===== src/rtl/whack_game_ctrl.sv =====
// rtl/whack_game_ctrl.sv - whack-a-mole game sequencer: state, countdowns, score and high score
module whack_game_ctrl #(
  parameter int CLK_HZ       = 100_000_000,
  parameter int GAME_SECONDS = 60,
  parameter int START_CYCLES = 300_000_000
) (
  input  logic       clk,
  input  logic       rst,
  input  logic       btn_start,
  input  logic       btn_restart,
  input  logic       add_1,
  input  logic       add_2,
  input  logic       reduce_2,
  output logic [1:0] game_state,
  output logic       seed_load,
  output logic [7:0] score,
  output logic [7:0] high_score,
  output logic [6:0] time_left,
  output logic       sec_tick
);

  localparam int PW = (CLK_HZ > 1) ? $clog2(CLK_HZ) : 1;
  localparam int SW = (START_CYCLES > 1) ? $clog2(START_CYCLES) : 1;
  localparam logic [PW-1:0] PRE_MAX   = PW'(CLK_HZ - 1);
  localparam logic [SW-1:0] START_MAX = SW'(START_CYCLES - 1);
  localparam logic [6:0]    SECS      = 7'(GAME_SECONDS);

  typedef enum logic [1:0] {
    ST_RESTART = 2'b00,
    ST_START   = 2'b01,
    ST_PLAY    = 2'b10,
    ST_DIE     = 2'b11
  } state_t;

  state_t          state;
  logic [PW-1:0]   prescale;
  logic [SW-1:0]   start_cnt;
  logic            btn_start_q;
  logic            btn_restart_q;
  logic            start_rise;
  logic            restart_rise;
  logic signed [9:0] sum;
  logic [7:0]      next_score;

  assign game_state   = state;
  assign start_rise   = btn_start & ~btn_start_q;
  assign restart_rise = btn_restart & ~btn_restart_q;

  // All pulses are summed before the single clamp to 0..255
  always_comb begin
    sum = $signed({2'b00, score}) + $signed({9'b0, add_1}) + $signed({8'b0, add_2, 1'b0})
          - $signed({8'b0, reduce_2, 1'b0});
    next_score = sum[7:0];
    if (sum < 0)
      next_score = 8'd0;
    else if (sum > 10'sd255)
      next_score = 8'd255;
  end

  always_ff @(posedge clk) begin
    seed_load <= 1'b0;
    sec_tick  <= 1'b0;
    if (rst) begin
      state         <= ST_RESTART;
      score         <= 8'd0;
      high_score    <= 8'd0;
      time_left     <= SECS;
      prescale      <= '0;
      start_cnt     <= '0;
      btn_start_q   <= 1'b1;
      btn_restart_q <= 1'b1;
    end else begin
      btn_start_q   <= btn_start;
      btn_restart_q <= btn_restart;
      if (restart_rise) begin
        state     <= ST_RESTART;
        score     <= 8'd0;
        time_left <= SECS;
        prescale  <= '0;
        start_cnt <= '0;
      end else begin
        case (state)
          ST_RESTART: begin
            score     <= 8'd0;
            time_left <= SECS;
            prescale  <= '0;
            start_cnt <= '0;
            if (start_rise) begin
              state     <= ST_START;
              seed_load <= 1'b1;
            end
          end
          ST_START: begin
            if (start_cnt == START_MAX) begin
              state     <= ST_PLAY;
              prescale  <= '0;
              start_cnt <= '0;
            end else begin
              start_cnt <= start_cnt + 1'b1;
            end
          end
          ST_PLAY: begin
            score <= next_score;
            if (prescale == PRE_MAX) begin
              prescale  <= '0;
              sec_tick  <= 1'b1;
              time_left <= time_left - 7'd1;
              // Last second: the score counted on this edge competes for the high score
              if (time_left == 7'd1) begin
                state <= ST_DIE;
                if (next_score > high_score)
                  high_score <= next_score;
              end
            end else begin
              prescale <= prescale + 1'b1;
            end
          end
          default: ;
        endcase
      end
    end
  end

endmodule


===== config.mk =====
export PLATFORM = sky130hd
export DESIGN_NAME = whack_game_ctrl
export DESIGN_NICKNAME = d
export VERILOG_FILES = /design/src/rtl/whack_game_ctrl.sv
export SDC_FILE = /design/constraint.sdc
export NUM_CORES = 1
export LEC_CHECK = 0
export ABC_AREA = 1
export CAP_MARGIN = 20
export CORE_ASPECT_RATIO = 0.6
export CORE_MARGIN = 4
export CORE_UTILIZATION = 60
export DETAILED_ROUTE_END_ITERATION = 10
export PLACE_DENSITY = 0.81
export SYNTH_ARGS = -nofsm -noshare
export SYNTH_HDL_FRONTEND = slang
export SYNTH_SLANG_ARGS = --single-unit
export TNS_END_PERCENT = 20

===== constraint.sdc =====
create_clock -name clk -period 4.5 [get_ports clk]
set_input_delay 1.125 -clock clk [delete_from_list [all_inputs] [get_ports clk]]
set_output_delay 1.125 -clock clk [all_outputs]
set_load 0.01 [all_outputs]

==> results.toml <==
[route]
viasPerCell = 5.820
drtPass1Iterations = 5
ant_nets = 0
routedWlPerCell_um = 15.26
post-route-drc-count = 0
totalWireLength_um = 14570
initialDrtViolationCount = 697
vias = 5558

[clocking]
tritoncts.num_buffers = 9
cts_buffer_depth = 2
htree_levels = 3
cts_tree = "done"
clk_latency_ns = 0.34
clock-sinks = 85
clock-root-buffer = "clkbuf_16"
cts_hold_buf = 0
clk_pin_slew_ns = 0.06

[sta]
timing.fmax_ghz = 0.2316
fin_worst_skew_ns = 0.005915
fin_crit_ns = 4.318
finalWorstSetupSlack_ns = 0.1821
relSlewSlack = 0.3068
fin_crit_sh = 0.9595
fin_setup_tns_ns = 0
setup_viol = 0
worst_pin_slew_ns = 1.036
slew_viol_final = 0
hold_viol_final = 0

[floorplanning]
boundaryPins = 34
coreArea_um2 = 8588
die-area_um2 = 10520
fp.dieW_um = 129.8
initial_core_util = 0.6214
die_h_um = 81.05
rows = 26

[placed_design]
routabilityCongestion = 0.9890
hpwlAfterDp_um = 10920
place_inst = 938
io_buffers = 33
dpl_worst_slack_ns = -0.1244

[finish]
layout.nets = 872
fin_util = 0.7126
final_cells = 955
final_common_cell = "nand2_1"
n_antenna_cell = 0
mostFrequentLayoutCells = "nand2_1 (176), inv_1 (100), nor2_1 (98)"
synthToLayoutAreaGrowth_pct = 14.68
layout-drive-gt1-share = 0.06524

[synth]
yosys_warnings = 0
syn_area_um2 = 5336
synth_seq_area_share = 0.3189
syn_avg_cell_area_um2 = 6.621
synthFlopType = "dfxtp_1"
ys_types = 48
synth-seq-cells = 85
synth-edff-count = 0
postSynthCellCount = 806
syn_nets = 840
synth-async-reset-ratio = 0

[run]
drv_cap = 0

[global_route]
grt_pass1_vias = 4823
grt_max_degree = 32
grt_pass1_wl_um = 23560
grt_usage = 0.2808
grt_overflow = 0
grt_antenna_before_repair = 0

[power_and_ir_drop]
pwr_density_cell_nw_per_um2 = 509.4
irDropWorstVdd_mv = 0.3428
p_leak_nw = 2.213

[critical_path]
cp-start-kind = "input port"
crit_path_max_fanout = 8
path_buf_inv = 6
crit_type = "input port to register"
crit_arrival_ns = 4.55
cpPeakStageDelay_ns = 0.48
endpoint_kind = "register"
crit_family = "adder cells"
cp.required_ns = 4.73
cp_slowest_cell = "fa_1"
path_cells = "clkdlybuf4s50_1 > inv_1 > fa_1 > ha_1 > inv_1 > nand2_1 > nand2_1 > nand3_2 > nand3_1 > nand2_1 > a21oi_1 > o21ai_0 > nand2_1 > inv_1 > ha_4 > nand4_1 > inv_1 > nand3_1 > o21ai_2 > clkinvlp_4 > a21oi_1 > nor2_1"

[run_status]
outcome = "finished, final reports clean"

[min_path]
hp-class = "register to register"
==> layout make-up <==
| class | instances | area [um2] |
|---|---|---|
| Timing Repair Buffer | 41 | 390.4 |
| Tap cell | 112 | 140.1 |
| Sequential cell | 85 | 1702 |
| Clock inverter | 7 | 97.59 |
| Timing Repair inverter | 1 | 7.507 |
| Fill cell | 714 | 2469 |
| Inverter | 107 | 401.6 |
| Clock buffer | 9 | 225.2 |
| Multi-Input combinational cell | 593 | 3156 |
==> sequential cells by signal, summed over array words and instances, names as in the netlist <==
signal and count:
start_cnt 29, prescale 27, high_score 8, score 8
time_left 7, game_state 2, btn_restart_q 1, btn_start_q 1
sec_tick 1, seed_load 1
==> synthesized netlist by cell type, drive strengths merged (6+ instances only) <==
cell type    n  area, um2
inv        106      397.9
buf          9      57.55
nor2       102      397.9
clkbuf      12      45.04
nor4         9      56.30
nand4       23      143.9
dfxtp       85       1702
a21oi       69      345.3
ha          26      325.3
nor3        39      232.7
nand3       56      290.3
xnor2        6      52.55
xor2        21      183.9
nand2      178      673.1
o21ai       31      166.4
==> stage by stage <==
stage	area (um2)	hold WS, ns	power (W)
after floorplan	5336	0.3905	0.001841
after global placement	5764	0.3978	0.002188
after detailed placement	5764	0.4019	0.002233
after CTS	6087	0.4086	0.003042
after global routing	6120	0.4359	0.003305
final	6120	0.4084	0.003117
==> metal layers <==
metal,GRT usage,wire (um)
met3,0.07622,1707
met4,0.04668,151
met1,0.4247,6768
met5,0,0
met2,0.4024,5945
==> worst paths after layout <==
check,slack (ns),depth (start not counted),to,start
worst min-delay path,0.41,1,seed_load,btn_start_q
worst min register to register,0.41,1,seed_load,btn_start_q
worst max-delay path,0.18,22,high_score[1],add_2
worst max register to register,1.00,22,high_score[1],score[1]
==> kinds of logic (layout without fill, tap and decap cells) <==
group | after synthesis | after routing | synth area share
compound gates | 122 | 122 | 0.1268
flops | 85 | 85 | 0.3189
buf+inv | 128 | 165 | 0.09449
fa+ha+maj | 27 | 27 | 0.06471
xor+xnor | 27 | 27 | 0.04431
simple gates | 417 | 417 | 0.3508
==> power by group <==
group | switching [W] | internal [W] | total, W
logic | 0.00102 | 0.000485 | 0.00150
registers | 0.0000328 | 0.000780 | 0.000813
clock network | 0.000315 | 0.000489 | 0.000804
==> timing repair <==
item,in CTS,in global routing
resized for setup,0,7
buffers inserted,0,0
setup endpoints to repair,0,8
Power figures use the tool's default switching activity.
